==> src/rtl/clock_mode_control.sv <==
// clock_mode_control: switch-driven mode FSM for the clock (run, reset seconds, set minutes, set hours)
//   i_Clock                      system clock, rising edge
//   i_Reset_n                    asynchronous active-low reset, returns to IDLE
//   i_Switch                     mode switch level, already synchronous
//   o_Counters_Reset             clear request to the seconds counter
//   o_Counters_Enable_Increment  manual-increment enable for the counter being set
//   o_Counters_Enable_Count      count enables {hours, minutes, seconds}
//   o_Display_Enable_Digits      digit-group highlight {hours, minutes}
//   o_Display_Enable_Dot         seconds dot/colon enable
module clock_mode_control (
  input  logic       i_Clock,
  input  logic       i_Reset_n,
  input  logic       i_Switch,
  output logic       o_Counters_Reset,
  output logic       o_Counters_Enable_Increment,
  output logic [2:0] o_Counters_Enable_Count,
  output logic [1:0] o_Display_Enable_Digits,
  output logic       o_Display_Enable_Dot
);
  typedef enum logic [1:0] {
    IDLE      = 2'b00,
    RESET_SEC = 2'b01,
    SET_MIN   = 2'b10,
    SET_HOUR  = 2'b11
  } state_e;
  state_e state_q, state_d;
  logic [7:0] dec;
  // Even states advance on a pressed switch, odd states on a released one;
  // the 2-bit increment wraps SET_HOUR back to IDLE.
  always_comb begin
    state_d = (i_Switch ^ state_q[0]) ? state_e'(state_q + 2'd1) : state_q;
  end
  always_ff @(posedge i_Clock or negedge i_Reset_n) begin
    if (!i_Reset_n) state_q <= IDLE;
    else            state_q <= state_d;
  end
  // Moore decode: {reset, increment, count[2:0], digits[1:0], dot}
  always_comb begin
    case (state_q)
      RESET_SEC: dec = 8'b1_0_000_00_0;
      SET_MIN:   dec = 8'b0_1_010_01_0;
      SET_HOUR:  dec = 8'b0_1_100_10_0;
      default:   dec = 8'b0_0_111_00_1;
    endcase
  end
  assign {o_Counters_Reset, o_Counters_Enable_Increment, o_Counters_Enable_Count,
          o_Display_Enable_Digits, o_Display_Enable_Dot} = dec;
endmodule

==> config.mk <==
export PLATFORM = sky130hd
export DESIGN_NAME = clock_mode_control
export DESIGN_NICKNAME = d
export VERILOG_FILES = /design/src/rtl/clock_mode_control.sv
export SDC_FILE = /design/constraint.sdc
export NUM_CORES = 1
export LEC_CHECK = 0
export BUFFER_PORTS_ARGS = -buffer_cell sky130_fd_sc_hd__buf_4
export CORE_AREA = 5 5 42 44
export DETAILED_ROUTE_END_ITERATION = 10
export DIE_AREA = 0 0 47 49
export PLACE_DENSITY = 0.3
export SLEW_MARGIN = 40
export SYNTH_ARGS = -nofsm -noshare
export SYNTH_HDL_FRONTEND = slang
export SYNTH_SLANG_ARGS = --single-unit
export TNS_END_PERCENT = 100
==> constraint.sdc <==
create_clock -name i_Clock -period 1.2 [get_ports i_Clock]
set_input_delay 0.06 -clock i_Clock [delete_from_list [all_inputs] [get_ports i_Clock]]
set_output_delay 0.06 -clock i_Clock [all_outputs]
set_load 0.1 [all_outputs]
==> summary.txt, run 1 <==
Final layout
  • Fillers: 158
  • Most frequent cells in the layout: buf_4 (8), buf_12 (6), ha_4 (4)
  • Largest register FFs: 2
  • Most common cell after layout, fill and taps aside: buf_4
  • Seq. cell area: 52.6 um2
  • Multi-input combinational cell area: 145 um2
  • Final core occ: 34.6%
  • Layout cells sized above 1: 86.1%
  • Biggest regs: state_q x2
  • Syn-to-layout area delta: 212%
  • Largest Register: state_q
  • Ant. Diodes: 0
  • Layout Nets: 44

Detailed routing
  • Via count: 176
  • WL/cell: 8.48 um
  • # DRC: 0
  • Initial DRT Pass Iterations: 1
  • Met3 wire length: 69 um
  • DRT Wirelength: 441 um
  • Met2 WL: 211 um
  • Metal-1 WL: 141 um
  • Initial DRC count: 0
  • Antenna viol nets, final: 0
  • Top sig layer: met4
  • Vias per cell: 3.38

Yosys
  • Post-synth cell types: 9
  • Seq/Total Area, Yosys: 32.3%
  • Mapped Cells: 16
  • Syn Nets: 23
  • Avg Inst Size Synth: 9.70 um2
  • Synthesized area: 155 um2
  • Yosys warns: 0
  • Synth Register Bits: 2

GRT
  • Vias in the first global route: 180
  • First-pass GRT wire length: 738 um
  • Largest net degree at the start of global routing: 4
  • Initial antenna violation count: 0
  • GRT Total Usage: 4.86%
  • GRT overflow: 0

Worst setup path
  • Slack of the worst reg-to-reg path: 0.02 ns
  • Arr. time, crit path: 1.29 ns
  • Reg2reg start: state_q[1]$_DFFE_PN0P_
  • Startpoint Class: register
  • R2R depth: 5
  • Critical Path End Type: output pin
  • Slowest CP cell: dfrtp_2
  • WP data required: 1.14 ns
  • Critical path class: register to output pin
  • Crit Reg-Reg Endpoint: state_q[1]$_DFFE_PN0P_
  • Worst path cell trace: inv_4 -> ha_4 -> or2_4 -> buf_12
  • Crit-path max FO: 3
  • Critical Path Max Stage Delay: 0.41 ns

CTS
  • CTS root buffer: clkbuf_4
  • Clock sinks: 2
  • CTS max path bufs: 2
  • CTS Buf Count: 3
  • CTS tree: done
  • H-tree levels: 1
  • Clock Pin Slew Worst Setup and Hold Paths: 0.04 ns
  • Clock latency on the worst-skew pair: 0.23 ns

Die
  • Total Die Area: 2300 um2
  • Core footprint: 1400 um2
  • Cell Rows: 14
  • Die span in y: 49 um
  • Chip width: 47 um
  • # IOs: 11
  • Starting density of the core: 11.1%

STA
  • RSZ-0062 raised after global routing: yes
  • Hold Vio Cnt, Final: 0
  • Final setup viols: 6
  • Fmax achieved: 740 MHz
  • Fin crit share: 113%
  • Worst-Margin Slew: 0.278 ns
  • Hold WS: 0.147 ns
  • Min cycle time layout: 1.35 ns
  • Final setup margin: -0.151 ns
  • Relative slew slack: 81.6%
  • Slew Limit Fails: 0
  • Skew final: 0.00568 ns

Min path
  • Hold Crit Class: input pin to async pin

Placement
  • GPL Wtd Cong: 0.576
  • Pre-CTS setup slack: -0.0113 ns
  • Final HPWL DP: 327 um
  • Number of port buffers: 10

Job
  • Maxcap violations: 0

Run status
  • Failing checks: setup timing
  • Status: complete, but fails checks
-- how the worst max path moves through the flow --
stage                                       endpoint  slack (ns)                   start
after floorplan               state_q[1]$_DFFE_PN0P_       -0.33  state_q[1]$_DFFE_PN0P_
after global placement    o_Counters_Enable_Count[1]    -0.00002  state_q[1]$_DFFE_PN0P_
after detailed placement  o_Counters_Enable_Count[1]       -0.01  state_q[1]$_DFFE_PN0P_
after CTS                 o_Counters_Enable_Count[1]       -0.16  state_q[1]$_DFFE_PN0P_
after global routing      o_Counters_Enable_Count[1]       -0.19  state_q[1]$_DFFE_PN0P_
final                     o_Counters_Enable_Count[1]       -0.15  state_q[0]$_DFFE_PN0P_
-- cell families (layout without fill, tap and decap cells) --
group,Yosys count,count (layout),synth area share [%]
xor+xnor,1,1,5.65
fa+ha+maj,4,4,32.3
buf+inv,5,25,14.5
flops,2,2,32.3
mux,1,1,6.45
simple gates,3,3,8.88
-- critical path: cells and delay by family, from the launching register on --
kind                     cells  cell delay (ns)
adder cells (fa/ha/maj)      1             0.16
buffers and inverters        2             0.22
AND/OR/NAND/NOR              1             0.25
flip-flops                   1             0.41
-- cells in the mapped netlist --
cell type  n  area, um2
inv_1      3       11.3
clkbuf_1   1       3.75
ha_1       4       50.1
nor2_1     2       7.51
buf_4      1       7.51
mux2i_1    1       10.0
or2_2      1       6.26
xor2_1     1       8.76
dfrtp_1    2       50.1
-- per-stage QoR --
step	cell area (um2)	std cells	setup TNS [ns]
after global routing	484	52	-0.986
after CTS	468	51	-0.775
after global placement	317	43	-0.0000235
final	484	52	-0.626
after detailed placement	317	43	-0.0113
after floorplan	223	16	-1.01
-- per-layer routing --
metal | up-vias | global-route usage [%]
met4 | 0 | 5.53
li1 | 85 | -
met1 | 77 | 5.07
met5 | - | 0
met3 | 2 | 2.95
met2 | 12 | 5.88
-- repair_timing --
| action | in CTS | in global routing |
|---|---|---|
| pin swaps | 3 | 0 |
| endpoints found under the hold margin | 3 | 0 |
| buffers inserted | 2 | 1 |
| endpoints found under the setup margin | 7 | 7 |
| gates resized for setup | 22 | 2 |
| hold buffers | 2 | 0 |
-- area by class of cell --
cell class                 instances  share of cell area (%)
multi-input combinational          9                    30.0
inverter                           3                    3.62
clock buffer                       4                    5.43
timing repair buffer              18                    46.0
tap                               16                    4.13
sequential                         2                    10.9
Power of run 1 is left out: the tool's default activity adds up to more than one toggle a clock period on the data nets, which glitch-free logic cannot reach.
==> inputs of run 2 (changes only) <==
Settings changed: ABC_AREA set to 1, PLACE_DENSITY 0.3 to 0.31.
==> run 2 against run 1 <==
The run still ends with setup timing left. Sequential share of layout area shrank 1.2 points. Non-clock buffer count grew 3. Critical path depth unchanged. Count of clock-buffer cells in the layout unchanged. Wire length up 9.5%. Register-to-register slack improved by 0.22 ns. Clock skew shrank 0.00058 ns. Flip-flop and latch count stayed put. Critical endpoint unchanged.
==> summary.txt, run 2 <==
Run status
  • Status: complete, but fails checks
  • Failing checks: setup timing

Detailed routing
  • WL/cell: 8.05 um
  • Via count: 212
  • Initial DRT Pass Iterations: 1
  • Antenna viol nets, final: 0
  • # DRC: 0
  • Initial DRC count: 0
  • DRT Wirelength: 483 um
  • Vias per cell: 3.53

Final layout
  • Layout cells sized above 1: 75.0%
  • Most common cell after layout, fill and taps aside: buf_4
  • Largest register FFs: 2
  • Biggest regs: state_q x2
  • Most frequent cells in the layout: buf_4 (10), buf_12 (7), nand2_1 (5)
  • Largest Register: state_q
  • Non-Filler Instances: 60
  • Ant. Diodes: 0
  • Syn-to-layout area delta: 225%
  • Layout Nets: 52

Worst setup path
  • Crit-path max FO: 4
  • Slowest CP cell: dfrtp_2
  • Critical path's top delay family: flip-flops
  • Critical Path End Type: output pin
  • WP data required: 1.14 ns
  • Critical path class: register to output pin
  • Worst path cell trace: inv_2 -> ha_4 -> or2_4 -> buf_12
  • Critical Path Max Stage Delay: 0.41 ns
  • Startpoint Class: register
  • Arr. time, crit path: 1.29 ns
  • Critical path buffer and inverter count: 2

STA
  • Fmax achieved: 741 MHz
  • Min cycle time layout: 1.35 ns
  • Final setup viols: 7
  • Skew final: 0.00511 ns
  • Worst-Margin Slew: 0.136 ns
  • Hold WS: 0.151 ns
  • Final setup margin: -0.150 ns
  • Slew Limit Fails: 0
  • Hold Vio Cnt, Final: 0
  • Fin crit share: 112%
  • RSZ-0062 raised after global routing: yes
  • Relative slew slack: 91.0%

Die
  • # IOs: 11
  • Total Die Area: 2300 um2
  • Starting density of the core: 11.7%
  • Cell Rows: 14
  • Die span in y: 49 um
  • Chip width: 47 um
  • Core footprint: 1400 um2

Yosys
  • Seq/Total Area, Yosys: 30.5%
  • Commonest cells post-synth: nand2_1 (5), ha_1 (4), inv_1 (4)
  • Synth Register Bits: 2
  • Syn Nets: 28
  • Synth area leaders: dfrtp_1 (31%), ha_1 (31%), nand2_1 (11%), inv_1 (9.2%), buf_4 (4.6%)
  • Avg Inst Size Synth: 7.81 um2
  • EDFF count, synth: 0
  • Post-synth cell types: 9
  • Synth Flop Type: dfrtp_1
  • Area leader, netlist: dfrtp_1
  • Cell with the most instances after synthesis: nand2_1
  • Synthesized area: 164 um2
  • Yosys top cell area share: 30.5%
  • Yosys warns: 0
  • Mapped Cells: 21
  • Asr flop ratio synth: 100%

CTS
  • CTS root buffer: clkbuf_4
  • CTS Buf Count: 3
  • Clock sinks: 2
  • CTS tree: done
  • CTS max path bufs: 2
  • Clock Pin Slew Worst Setup and Hold Paths: 0.03 ns
  • Clock latency on the worst-skew pair: 0.23 ns
  • H-tree levels: 1

Job
  • Maxcap violations: 0

Placement
  • Final HPWL DP: 363 um
  • Placed insts: 47
  • Pre-CTS setup slack: -0.0119 ns
  • GPL Wtd Cong: 0.694
  • Number of port buffers: 10

GRT
  • GRT Total Usage: 5.14%
  • Vias in the first global route: 227
  • Largest net degree at the start of global routing: 5
  • Initial antenna violation count: 0
  • GRT overflow: 0
  • First-pass GRT wire length: 821 um

Pwr
  • P_leak: 0.000243 uW
  • VDD IR max: 0.944 mV
  • PwrDens: 2410 nW/um2
  • Power Total: 1280 uW

Min path
  • Hold Crit Class: input pin to async pin
-- run 2: cell count changes after synthesis --
cell     change
inv_1        +1
mux2i_1      -1
nand2_1      +5
nand3_1      +1
xor2_1       -1
-- run 2: worst paths after layout --
check | startpoint | end | slack, ns | cells after the start
worst min-delay path | i_Reset_n | state_q[1]$_DFFE_PN0P_ | 0.15 | 2
worst min register to register | state_q[1]$_DFFE_PN0P_ | state_q[1]$_DFFE_PN0P_ | 0.61 | 2
worst max-delay path | state_q[1]$_DFFE_PN0P_ | o_Counters_Enable_Count[1] | -0.15 | 4
max in group asynchronous | i_Reset_n | state_q[1]$_DFFE_PN0P_ | 0.95 | 2
worst max register to register | state_q[0]$_DFFE_PN0P_ | state_q[1]$_DFFE_PN0P_ | 0.24 | 4
min in group i_Clock | i_Switch | state_q[0]$_DFFE_PN0P_ | 0.52 | 2
-- run 2: power breakdown --
part	switching, uW	leakage [uW]	internal [uW]
sequential	22.8	0.0000227	82.3
clock	40.5	0.0000150	124
combinational	616	0.000205	397
total	679	0.000243	603
-- run 2: layer usage --
layer | wire length (um) | global-route usage (%) | share of wire [%] | vias to the layer above
met5 | 0 | 0 | 0 | -
met4 | 0 | 4.15 | 0 | 0
met3 | 30 | 2.21 | 6.2 | 0
met2 | 263 | 8.60 | 54 | 7
met1 | 189 | 4.40 | 39 | 98
li1 | - | - | - | 107
-- run 2: kinds of logic after synthesis --
| group | count (synthesis) | share of synthesized area, % |
|---|---|---|
| fa+ha+maj | 4 | 30.5 |
| buf+inv | 6 | 16.0 |
| flops | 2 | 30.5 |
| simple gates | 9 | 22.9 |
-- run 2: repair_timing --
item | 4_1_cts | 5_1_grt
endpoints found under the setup margin | 8 | 8
hold endpoints to repair | 3 | 0
buffers inserted | 2 | 5
hold buffers | 2 | 0
pin swaps | 3 | 1
gates resized for setup | 18 | 8
-- run 2: area by class of cell --
cell class,count,area [um2]
clock buffers,4,26.3
inverters,4,18.8
multi-input cells,13,155
fillers,146,868
repair buffers,21,262
flip-flops and latches,2,51.3
well taps,16,20.0
-- run 2: per-stage QoR --
stage | cell area [um2] | util, % | TNS [ns]
3_5_place_dp | 323 | 23.0 | -0.0119
6_report | 533 | 38.0 | -0.671
4_1_cts | 462 | 32.9 | -0.684
3_3_place_gp | 323 | 23.0 | 0
2_1_floorplan | 236 | - | -0.665
5_1_grt | 533 | 38.0 | -1.13
(Power assumes the default switching activity.)
==> inputs of run 3 (changes only) <==
Clock period 1.2 ns to 1.5 ns, I/O delays scaled along.
==> run 3 against run 2 <==
The flow now finishes without violations. Worst hold slack improved by 0.019 ns. Final cell count fell by 17%. Via count fell by 19%. Global-route usage fell by 0.42 points. Worst setup slack improved by 0.25 ns. Count of clock-buffer cells in the layout fell by 1. Die area did not move. Clock skew fell by 0.0046 ns. Critical path depth did not move. Utilization fell by 12 points.
==> summary.txt, run 3 (synthesis results as in run 2) <==
GRT
  • Vias in the first global route: 194
  • GRT Total Usage: 4.72%
  • First-pass GRT wire length: 717 um
  • Global-route met2 utilization: 6.79%
  • Met3 Usage GRT: 2.21%
  • GRT overflow: 0
  • Initial antenna violation count: 0
  • Largest net degree at the start of global routing: 5
  • Busiest layer in global routing: met4
  • Grt met1 use: 3.52%

CTS
  • CTS root buffer: clkbuf_4
  • Clock latency on the worst-skew pair: 0.22 ns
  • H-tree levels: 1
  • CTS max path bufs: 2
  • Clock Pin Slew Worst Setup and Hold Paths: 0.03 ns
  • Clock sinks: 2
  • CTS Buf Count: 3
  • CTS tree: done

Detailed routing
  • Initial DRC count: 0
  • DRT Wirelength: 413 um
  • Antenna viol nets, final: 0
  • WL/cell: 8.26 um
  • # DRC: 0
  • Vias per cell: 3.44
  • Via count: 172
  • Initial DRT Pass Iterations: 1

STA
  • Slew Limit Fails: 0
  • Min cycle time layout: 1.40 ns
  • Hold Vio Cnt, Final: 0
  • Final setup viols: 0
  • Fin crit share: 93.6%
  • Final setup margin: 0.0962 ns
  • Fmax achieved: 712 MHz
  • Relative slew slack: 81.4%
  • RSZ-0062 raised after global routing: no
  • Skew final: 0.000535 ns
  • Worst-Margin Slew: 0.281 ns

Final layout
  • Seq. cell area: 52.6 um2
  • Non-Filler Instances: 50
  • Layout Nets: 43
  • Layout cells sized above 1: 61.8%
  • Fillers: 163
  • Most frequent cells in the layout: buf_4 (7), nand2_1 (5), inv_1 (3), ha_4 (3), clkbuf_4 (3)
  • Most common cell after layout, fill and taps aside: buf_4
  • Syn-to-layout area delta: 119%
  • Multi-input combinational cell area: 135 um2
  • Ant. Diodes: 0
  • Biggest regs: state_q x2
  • Largest register FFs: 2
  • Largest Register: state_q

Placement
  • Placed insts: 45
  • Final HPWL DP: 358 um
  • Pre-CTS setup slack: 0.165 ns
  • Number of port buffers: 10
  • GPL Wtd Cong: 0.643

Worst setup path
  • Worst path cell trace: inv_1 -> ha_4 -> or2_4 -> buf_8
  • Critical Path Max Stage Delay: 0.41 ns
  • Startpoint Class: register
  • R2R depth: 4
  • Crit. path cell count: 4
  • Reg2reg start: state_q[1]$_DFFE_PN0P_
  • Critical path class: register to output pin
  • Crit path launch: state_q[1]$_DFFE_PN0P_
  • Crit Reg-Reg Endpoint: state_q[1]$_DFFE_PN0P_
  • Slowest CP cell: dfrtp_2
  • Critical path buffer and inverter count: 2
  • Slack of the worst reg-to-reg path: 0.50 ns
  • Critical Path End Type: output pin
  • Crit path to: o_Counters_Enable_Count[1]
  • Crit-path max FO: 4
  • WP data required: 1.42 ns
  • Arr. time, crit path: 1.33 ns
  • Critical path's top delay family: flip-flops

Run status
  • Status: finished, final reports clean

Job
  • Maxcap violations: 0

Die
  • Total Die Area: 2300 um2
  • Cell Rows: 14
  • Die span in y: 49 um
  • Chip width: 47 um
  • Starting density of the core: 11.7%
  • # IOs: 11
  • Core footprint: 1400 um2

Min path
  • Hold Crit Class: input pin to async pin
-- run 3: cell types whose count changed in the layout (fill, tap and decap cells not counted), sizes merged --
cell	delta
buf	-9
inv	+1
clkinvlp	-1
clkbuf	-1
-- run 3: worst min path at each step --
stage	to	slack [ns]	cells past startpoint	start
floorplan	state_q[0]$_DFFE_PN0P_	-0.22	0	i_Reset_n
global placement	state_q[1]$_DFFE_PN0P_	-0.14	1	i_Reset_n
detailed placement	state_q[0]$_DFFE_PN0P_	-0.14	1	i_Reset_n
CTS	state_q[1]$_DFFE_PN0P_	0.16	2	i_Reset_n
global route	state_q[0]$_DFFE_PN0P_	0.15	2	i_Reset_n
finish	state_q[1]$_DFFE_PN0P_	0.17	2	i_Reset_n
-- run 3: what timing repair did --
action / 4_1_cts / 5_1_grt
cloned: 0 / 0
resized for setup: 5 / 4
endpoints found under the hold margin: 3 / 0
hold buffers: 2 / 0
endpoints found under the setup margin: 3 / 5
setup buffers: 0 / 0
-- run 3: worst reg2reg max path: cells and delay by family, from the launching register on --
kind	cells	cell delay, ns
adders and majority gates	1	0.21
buffers and inverters	1	0.13
DFF	1	0.44
and+or+nand+nor	2	0.10
-- run 3: per-stage QoR --
stage | hold slack, ns | util, % | instance area [um2] | TNS (ns)
floorplan | -0.221 | - | 201 | -0.365
global placement | -0.139 | 20.4 | 285 | 0
detailed placement | -0.142 | 20.4 | 285 | 0
CTS | 0.156 | 24.4 | 342 | 0
global route | 0.151 | 25.6 | 359 | 0
finish | 0.169 | 25.6 | 359 | 0
-- run 3: area by class of cell --
class	instances	area share [%]
clock buffers	3	6.27
multi-input cells	13	37.6
repair buffers	12	31.7
inverters	4	4.18
well taps	16	5.57
flip-flops and latches	2	14.6
-- run 3: per-layer routing --
layer / share of wire (%) / vias up
met1: 38 / 77
met4: 0 / 0
met3: 10 / 0
met5: 0 / -
li1: - / 85
met2: 52 / 10
Power of run 3 is left out for the same reason.
